$ cat config.mk
export PLATFORM = sky130hd
export DESIGN_NAME = fft_bitrev_buf
export DESIGN_NICKNAME = d
export VERILOG_FILES = /design/src/rtl/fft_bitrev_buf.sv
export SDC_FILE = /design/constraint.sdc
export NUM_CORES = 1
export LEC_CHECK = 0
export ABC_AREA = 1
export BUFFER_PORTS_ARGS = -buffer_cell sky130_fd_sc_hd__clkbuf_2
export CORE_AREA = 2 2 257 259
export DETAILED_ROUTE_END_ITERATION = 10
export DIE_AREA = 0 0 259 261
export HOLD_SLACK_MARGIN = 0.06
export PLACE_DENSITY_LB_ADDON = 0.05
export SETUP_SLACK_MARGIN = 0.4
export SLEW_MARGIN = 40
export SYNTH_ARGS = -nofsm -noshare
export SYNTH_HDL_FRONTEND = slang
export SYNTH_SLANG_ARGS = --single-unit
export TNS_END_PERCENT = 30
$ cat constraint.sdc
create_clock -name clk -period 3 [get_ports clk]
set_input_delay 0.6 -clock clk [delete_from_list [all_inputs] [get_ports clk]]
set_output_delay 0.6 -clock clk [all_outputs]
set_load 0.05 [all_outputs]
$ cat src/rtl/fft_bitrev_buf.sv
// Ping-pong reorder buffer: frames enter in natural order and leave bit-reversed.
// Optional macro FFT_BITREV_PRESCALE_EN stores each component arithmetically halved.
module fft_bitrev_buf #(
    parameter int WIDTH = 16,
    parameter int LOG2N = 3
) (
    input  logic             clk,
    input  logic             rst,
    input  logic             in_valid,
    output logic             in_ready,
    input  logic [WIDTH-1:0] in_re,
    input  logic [WIDTH-1:0] in_im,
    output logic             out_valid,
    input  logic             out_ready,
    output logic [WIDTH-1:0] out_re,
    output logic [WIDTH-1:0] out_im,
    output logic             out_last
);

    localparam int N = 1 << LOG2N;
    localparam logic [LOG2N-1:0] LAST_IDX = '1;
    localparam logic [LOG2N-1:0] ONE      = LOG2N'(1);

    logic [2*WIDTH-1:0] mem [2*N];
    logic [LOG2N-1:0]   wcnt;
    logic [LOG2N-1:0]   rcnt;
    logic [LOG2N-1:0]   raddr;
    logic               wbank;
    logic               rbank;
    logic [1:0]         full;
    logic [WIDTH-1:0]   st_re;
    logic [WIDTH-1:0]   st_im;
    logic               accept;
    logic               xfer;

`ifdef FFT_BITREV_PRESCALE_EN
    // One bit of headroom for the butterfly growth that follows.
    assign st_re = $signed(in_re) >>> 1;
    assign st_im = $signed(in_im) >>> 1;
`else
    assign st_re = in_re;
    assign st_im = in_im;
`endif

    assign in_ready  = !full[wbank];
    assign out_valid = full[rbank];
    assign out_last  = out_valid && (rcnt == LAST_IDX);
    assign accept    = in_valid && in_ready;
    assign xfer      = out_valid && out_ready;

    always_comb begin
        raddr = '0;
        for (int i = 0; i < LOG2N; i++) begin
            raddr[LOG2N-1-i] = rcnt[i];
        end
    end

    assign {out_re, out_im} = mem[{rbank, raddr}];

    // Sample storage is never cleared; out_valid masks whatever it holds.
    always_ff @(posedge clk) begin
        if (!rst && accept) begin
            mem[{wbank, wcnt}] <= {st_re, st_im};
        end
    end

    // Fill and drain always target different banks, so both may complete together.
    always_ff @(posedge clk) begin
        if (rst) begin
            wcnt  <= '0;
            rcnt  <= '0;
            wbank <= 1'b0;
            rbank <= 1'b0;
            full  <= 2'b00;
        end else begin
            if (accept) begin
                wcnt <= wcnt + ONE;
                if (wcnt == LAST_IDX) begin
                    full[wbank] <= 1'b1;
                    wbank       <= ~wbank;
                end
            end
            if (xfer) begin
                rcnt <= rcnt + ONE;
                if (rcnt == LAST_IDX) begin
                    full[rbank] <= 1'b0;
                    rbank       <= ~rbank;
                end
            end
        end
    end

endmodule
==> results.md, run 1 <==
* All-layer global routing usage at 0.198
* FP Rows at 94
* NumNets Final at 2,315
* Cell Pwr Density at 565 nW/µm²
* Slowest cell on crit path: dfxtp_4
* CP arrival at ~2.2 ns
* Cells after Synth at approximately 2,100
* Vias in the first global route at 14,500
* RSZ-0062 raised after global routing: true
* HP Class: input port to register
* Vias per cell at about 4.7
* Hold endpoint: wbank$_SDFFE_PP0P_
* Iter 0 DRT Violations at 1,212
* CTS sink count at 522
* First-pass GRT wire length at 98.1 mm
* Die area at between 60,000 and 70,000 µm²
* Mapped Avg Cell Area at around 11 µm²
* Vias at 15,000
* CTS tree: yes
* Core area at between 60,000 and 70,000 µm²
* Final Max Tran Viols at 0
* Tcrit/Tclk final at 0.938
* Reg2Reg Depth at 7
* WHS at ~0.18 ns
* Outcome: finished clean
* Worst R2R Start: wbank$_SDFFE_PP0P_
* IO buf count at 70
* Clk pwr share at 0.446
* Synth warn at 0
* Internal power at 12,300 µW
* Post-CTS Hold Buffers at 0
* Max_slew headroom at 0.537
* Worst-path clk slew at 0.06 ns
* Reg2reg setup slack at around 0.76 ns
* Largest net degree at the start of global routing at 44
* Clock Path Buffers at 3
* IO Pins at between 70 and 80
* Kind of critical path: register to output port
* Crit Reg-Reg Endpoint: mem[4][31]$_DFFE_PP_
* ANT nets after route at 0
* Hold path depth at 2
* Final hold violation count at 0
* Synthesized area at 22,600 µm²
* Hold wc startpoint: rst
* Initial antenna violation count at 0
* Share of the synthesized area in the top cell type at 0.682
* Post-Route WL at approximately 69 mm
* Register area share after synthesis at 0.690
* Cell taking the most area after synthesis: edfxtp_1
* H-tree levels at 2
* CP cell instances: buf_12 -> buf_12 -> buf_6 -> nand2_1 -> nand3_1 -> nand3_1 -> nand3_1 -> nand2_2 -> buf_12
* Non-Filler Instances at 3,176
* Max VDD drop at ~0.00046 V
* Post-synth EDFFs at just over 500
* Residual DRC at 0
* Clk root buf: clkbuf_16
* Startpoint types: register
* Clock Skews at 0.0144 ns
* Die Wd at 259 µm
* Cts bufs inserted at slightly below 60
* Max stage delay on crit path at 0.39 ns
* DR WL/cell at approximately 22 µm
* Sw Ratio at 0.212
* Total grt overflow at 0
* Maximum clock rate at ~360 MHz
* Max_cap viols at 0
* Multi-input logic area at 5160 µm²
* Post-DP HPWL at 34.4 mm
* Reg area at ~16,000 µm²
* Final Critical Period at 2.82 ns
* Die height at 261 µm
* Reg power frac at 0.518
* Static leakage at roughly 0.011 µW
* Critical Path End Type: output port
* CP max FO at 7
* Layout cells sized above 1 at 0.148
* Ys flop type: edfxtp_1
* Initial core utilization at 0.347
* DRT Pass-1 Iters at 5
* Layout fillers at 6,202
* Synthesized flop and latch total at 522
* Clk Latency, worst-skew pair at 0.62 ns
* Ranking of synthesized cells by area: edfxtp_1, nand2_1, nand3_1, inv_1, buf_6
* Required @ worst endpoint at about 2.4 ns
* Setup tns final at 0 ns
* Logic pwr share at 0.035
* Gpl congestion at 0.766
* Setup violators final at 0
* Syn Nets at 2,188
* Worst-Margin Slew at 0.694 ns
* P_sw at 3300 µW
* Post-synth ARST share at 0
* Post-Place Cells at just over 3,000
* Synth unique cells at 23
* Synth-to-Final Area Change at 22.3%
[repair_timing]
| action | 4_1_cts | 5_1_grt |
|---|---|---|
| resized for setup | 59 | 70 |
| hold endpoints to repair | 0 | 0 |
| pin swaps | 3 | 17 |
| cloned | 13 | 14 |
| endpoints found under the setup margin | 34 | 34 |
| buffers inserted | 10 | 6 |
[flip-flops by register name, summed over array words and instances, names as in the netlist]
| register | count |
|---|---|
| wcnt | 3 |
| wbank | 1 |
| rcnt | 3 |
| mem | 512 |
| rbank | 1 |
| full | 2 |
[logic make-up (layout without fill, tap and decap cells)]
group,Yosys count,in the layout,synth area share
and+or+nand+nor,1096,1096,0.205
DFF,522,522,0.690
buffers and inverters,501,667,0.0967
AOI/OAI and AO/OA,19,19,0.00433
adders and majority gates,7,7,0.00388
other,0,1,0
[layout by cell type (no fill, tap or decap), types with 2 or more instances in the layout]
cell type,count
nand2_1,655
edfxtp_1,512
inv_1,390
nand3_1,357
clkbuf_16,71
buf_12,48
buf_4,42
clkbuf_2,37
nand2_2,29
nand3_2,28
nor2_4,16
buf_16,15
clkinv_2,13
clkbuf_1,11
buf_6,10
a21oi_1,9
o21ai_0,8
clkinv_1,8
ha_1,6
dfxtp_1,6
bufinv_16,5
nand2_4,4
nor2_1,4
inv_8,4
inv_6,3
dfxtp_4,3
clkbuf_8,2
[Yosys cell counts, types with 2 or more instances]
master and count:
clkbuf_1 8, a21oi_1 9, buf_2 44, buf_6 23, edfxtp_1 512, ha_1 7
nand3_1 385, buf_4 16, nand2_1 687, nor2_1 20, inv_2 2, dfxtp_1 10
o21ai_0 8, buf_1 14, inv_1 392
[critical path: cells and delay by family (launching register included)]
family | cells | cell delay, ns
DFF | 1 | 0.39
buffers and inverters | 4 | 0.70
and+or+nand+nor | 5 | 0.48
[per-stage QoR]
stage | worst slack, ns | area, µm² | utilization | power (µW)
floorplan | 0.273 | 22600 | - | 8450
global placement | 0.354 | 24500 | 0.377 | 8760
detailed placement | 0.341 | 24500 | 0.377 | 8770
CTS | 0.157 | 26900 | 0.414 | 15800
global route | 0.135 | 27600 | 0.424 | 16100
finish | 0.185 | 27600 | 0.424 | 15600
[worst max-delay path by stage]
| stage | from | endpoint | slack (ns) | depth (start not counted) |
|---|---|---|---|---|
| 2_1_floorplan | in_valid | mem[0][0]$_DFFE_PP_ | 0.27 | 4 |
| 3_3_place_gp | rcnt[0]$_SDFFE_PP0P_ | out_re[15] | 0.35 | 6 |
| 3_5_place_dp | rcnt[0]$_SDFFE_PP0P_ | out_re[15] | 0.34 | 6 |
| 4_1_cts | rcnt[2]$_SDFFE_PP0P_ | out_last | 0.16 | 5 |
| 5_1_grt | rcnt[2]$_SDFFE_PP0P_ | out_re[5] | 0.13 | 9 |
| 6_report | rcnt[2]$_SDFFE_PP0P_ | out_re[5] | 0.18 | 9 |
[power groups by stage]
stage / combinational, µW / clock [µW] / sequential (µW)
after floorplan: 215 / 0 / 8240
after global placement: 530 / 0 / 8230
after detailed placement: 531 / 0 / 8240
after CTS: 550 / 7140 / 8080
after global routing: 600 / 7420 / 8080
final: 551 / 6950 / 8080
[final cells by class]
type / count / area share
flip-flops and latches: 522 / 0.565
multi-input cells: 1122 / 0.187
repair buffers: 167 / 0.0849
clock buffers: 72 / 0.0560
inverters: 395 / 0.0558
well taps: 864 / 0.0392
clock inverters: 28 / 0.00966
repair inverters: 5 / 0.00222
diodes: 1 / 0.0000907
[per-layer routing]
metal	track usage	share of wire	wire, µm	vias to the layer above
li1	-	-	-	7203
met1	0.275	0.46	31500	7361
met2	0.327	0.47	32600	316
met3	0.0259	0.044	3010	88
met4	0.0522	0.022	1510	0
met5	0	0	0	-
Power figures use the tool's default switching activity.
==> run 2, diff against run 1 <==
==> constraint.sdc (replaced) <==
create_clock -name clk -period 3.38 [get_ports clk]
set_input_delay 0.676 -clock clk [delete_from_list [all_inputs] [get_ports clk]]
set_output_delay 0.676 -clock clk [all_outputs]
set_load 0.05 [all_outputs]
==> run 2 against run 1 <==
  * Final cell count fell by 0.82%
  * Critical endpoint is now out_re[2]
  * Clock power shrank 14%
  * Sequential power down 11%
  * Worst hold slack improved by 0.075 ns
  * Critical path type unchanged
  * Sequential cell count is the same
  * Non-clock buffer count shrank 30
==> results.md, run 2 (same netlist as run 1, synthesis figures left out) <==
* Required @ worst endpoint at 2.70 ns (+0.30 ns)
* Critical Path End Type: output port
* Top Usage Layer GRT: met2
* Worst-path clk slew at 0.06 ns (about the same)
* Max_slew headroom at 0.445 (-0.0926)
* Cell Pwr Density at 508 nW/µm² (-10%)
* Iter 0 DRT Violations at 1,176 (-3.0%)
* Hold wc startpoint: rst
* Vias at 15,000 (-0.053%)
* Hold endpoint: wbank$_SDFFE_PP0P_
* Vias in the first global route at 14,300 (-1.6%)
* Most frequent cells in the layout: nand2_1, edfxtp_1, inv_1
* Hold path depth at 2 (unchanged)
* Clk root buf: clkbuf_16
* Layout fillers at 6,271 (+1.1%)
* IO Pins at 71 (unchanged)
* FP Rows at 94 (unchanged)
* Post-Place Setup Slack at 0.668 ns (+0.326 ns)
* Max VDD drop at 0.000359 V (-22%)
* Post-Route WL at 68.8 mm (+0.34%)
* N_diodes at 0 (-1)
* Largest register FFs at 512 (unchanged)
* Static leakage at 0.0112 µW (-2.7%)
* CP arrival at 2.27 ns (+0.05 ns)
* Reg2Reg Depth at 7 (unchanged)
* CP cell instances: buf_12 -> buf_4 -> clkbuf_16 -> nand2_1 -> nand3_1 -> nand3_1 -> nand3_1 -> nand2_1 -> clkbuf_2
* RSZ-0062 raised after global routing: true
* Vias per cell at 4.75 (+0.77%)
* Gpl congestion at 0.728 (-5.1%)
* Max stage delay on crit path at 0.37 ns (-0.02 ns)
* All-layer global routing usage at 0.199 (+0.000922)
* Reg area at 15,600 µm² (unchanged)
* Initial core utilization at 0.347 (unchanged)
* Clock Path Buffers at 3 (unchanged)
* Final Critical Period at 2.94 ns
* Met3 Use GR at 0.0298 (+0.00387)
* Clk Latency, worst-skew pair at 0.62 ns (about the same)
* Kind of critical path: register to output port
* Final hold violation count at 0 (unchanged)
* Die Wd at 259 µm (unchanged)
* Biggest regs: mem x512, rcnt x3, wcnt x3
* DR WL/cell at 21.9 µm (+1.2%)
* Total grt overflow at 0 (unchanged)
* Most common cell type on the critical path: nand3_1
* Final Max Tran Viols at 0 (unchanged)
* Core area at 65,000 µm² (unchanged)
* Clock Skews at 0.0130 ns (-0.00139 ns)
* Layout cells sized above 1 at 0.108 (-0.0395)
* Met2 GRT Util at 0.323 (-0.00408)
* Worst-Margin Slew at 0.831 ns (+0.137 ns)
* Post-route setup slack at 0.438 ns (+0.253 ns)
* Worst R2R Start: wbank$_SDFFE_PP0P_
* First-pass GRT wire length at 98.1 mm (about the same)
* Die area at 67,600 µm² (unchanged)
* Tcrit/Tclk final at 0.870
* NumNets Final at 2,285 (-1.3%)
* Startpoint types: register
* CTS sink count at 522 (unchanged)
* Setup tns final at 0 ns (unchanged)
* Residual DRC at 0 (unchanged)
* Reg2reg setup slack at 0.87 ns (+0.11 ns)
* Global routing usage on met1 at 0.283 (+0.00805)
* IO buf count at 70 (unchanged)
* WHS at 0.260 ns (+0.0749 ns)
* ANT nets after route at 0 (unchanged)
* Crit Reg-Reg Endpoint: mem[5][23]$_DFFE_PP_
* Post-DP HPWL at 31.8 mm (-7.5%)
* Final Util at 0.413 (-0.0114)
* Most common cell after layout, fill and taps aside: nand2_1
* Synth-to-Final Area Change at 19.0%
* Die height at 261 µm (unchanged)
* H-tree levels at 2 (unchanged)
* Largest reg by FF count: mem
* CTS tree: yes
* Initial antenna violation count at 1 (+1)
* Setup violators final at 0 (unchanged)
* Cts bufs inserted at 60 (+1.7%)
* Slowest cell on crit path: dfxtp_4
* Largest net degree at the start of global routing at 69 (+57%)
* Outcome: finished clean
* Multi-input logic area at 4940 µm² (-4.4%)
* CP max FO at 19 (+12)
* Maximum clock rate at 340 MHz
* HP Class: input port to register
* Max_cap viols at 0 (unchanged)
* DRT Pass-1 Iters at 5 (unchanged)
-- run 2: cell type report --
cell class                 instances  share of cell area
timing repair buffer             137              0.0700
sequential                       522               0.581
tap                              864              0.0403
clock buffer                      82              0.0606
clock inverter                    24             0.00545
inverter                         395              0.0575
timing repair inverter             4             0.00168
multi-input combinational       1122               0.184
-- run 2: worst max path at each step --
stage | startpoint | slack (ns) | endpoint | depth (start not counted)
2_1_floorplan | in_valid | 0.58 | mem[0][0]$_DFFE_PP_ | 4
3_3_place_gp | rcnt[2]$_SDFFE_PP0P_ | 0.66 | out_im[10] | 9
3_5_place_dp | in_valid | 0.67 | mem[5][25]$_DFFE_PP_ | 6
4_1_cts | rcnt[2]$_SDFFE_PP0P_ | 0.34 | out_im[5] | 9
5_1_grt | rcnt[2]$_SDFFE_PP0P_ | 0.36 | out_im[12] | 9
6_report | rcnt[2]$_SDFFE_PP0P_ | 0.44 | out_re[2] | 9
-- run 2: repair_timing --
item / CTS / global route
setup endpoints to repair: 33 / 33
resized for setup: 26 / 31
hold buffers: 0 / 0
buffers inserted: 2 / 6
gates cloned: 9 / 11
-- run 2: layer usage --
metal | part of all wire | wire length [µm] | up-vias
met4 | 0.017 | 1160 | 2
li1 | - | - | 7147
met1 | 0.47 | 32700 | 7435
met3 | 0.041 | 2800 | 85
met5 | 0.00022 | 15 | -
met2 | 0.47 | 32200 | 291
-- run 2: critical path, delay by kind of cell (launching register included) --
kind,cells,cell delay [ns]
flops,1,0.37
buf+inv,4,0.77
simple gates,5,0.49
-- run 2: where the power goes --
| group | internal, µW | switching, µW |
|---|---|---|
| registers | 7160 | 12.6 |
| clock network | 3410 | 2610 |
| logic | 134 | 327 |
| total | 10700 | 2950 |
-- run 2: through the flow --
stage	instances	total power [µW]	area, µm²
finish	3150	13600	26800
CTS	3133	13800	26500
floorplan	2145	7500	22600
global placement	3016	7760	24300
global route	3150	14100	26800
detailed placement	3016	7760	24300
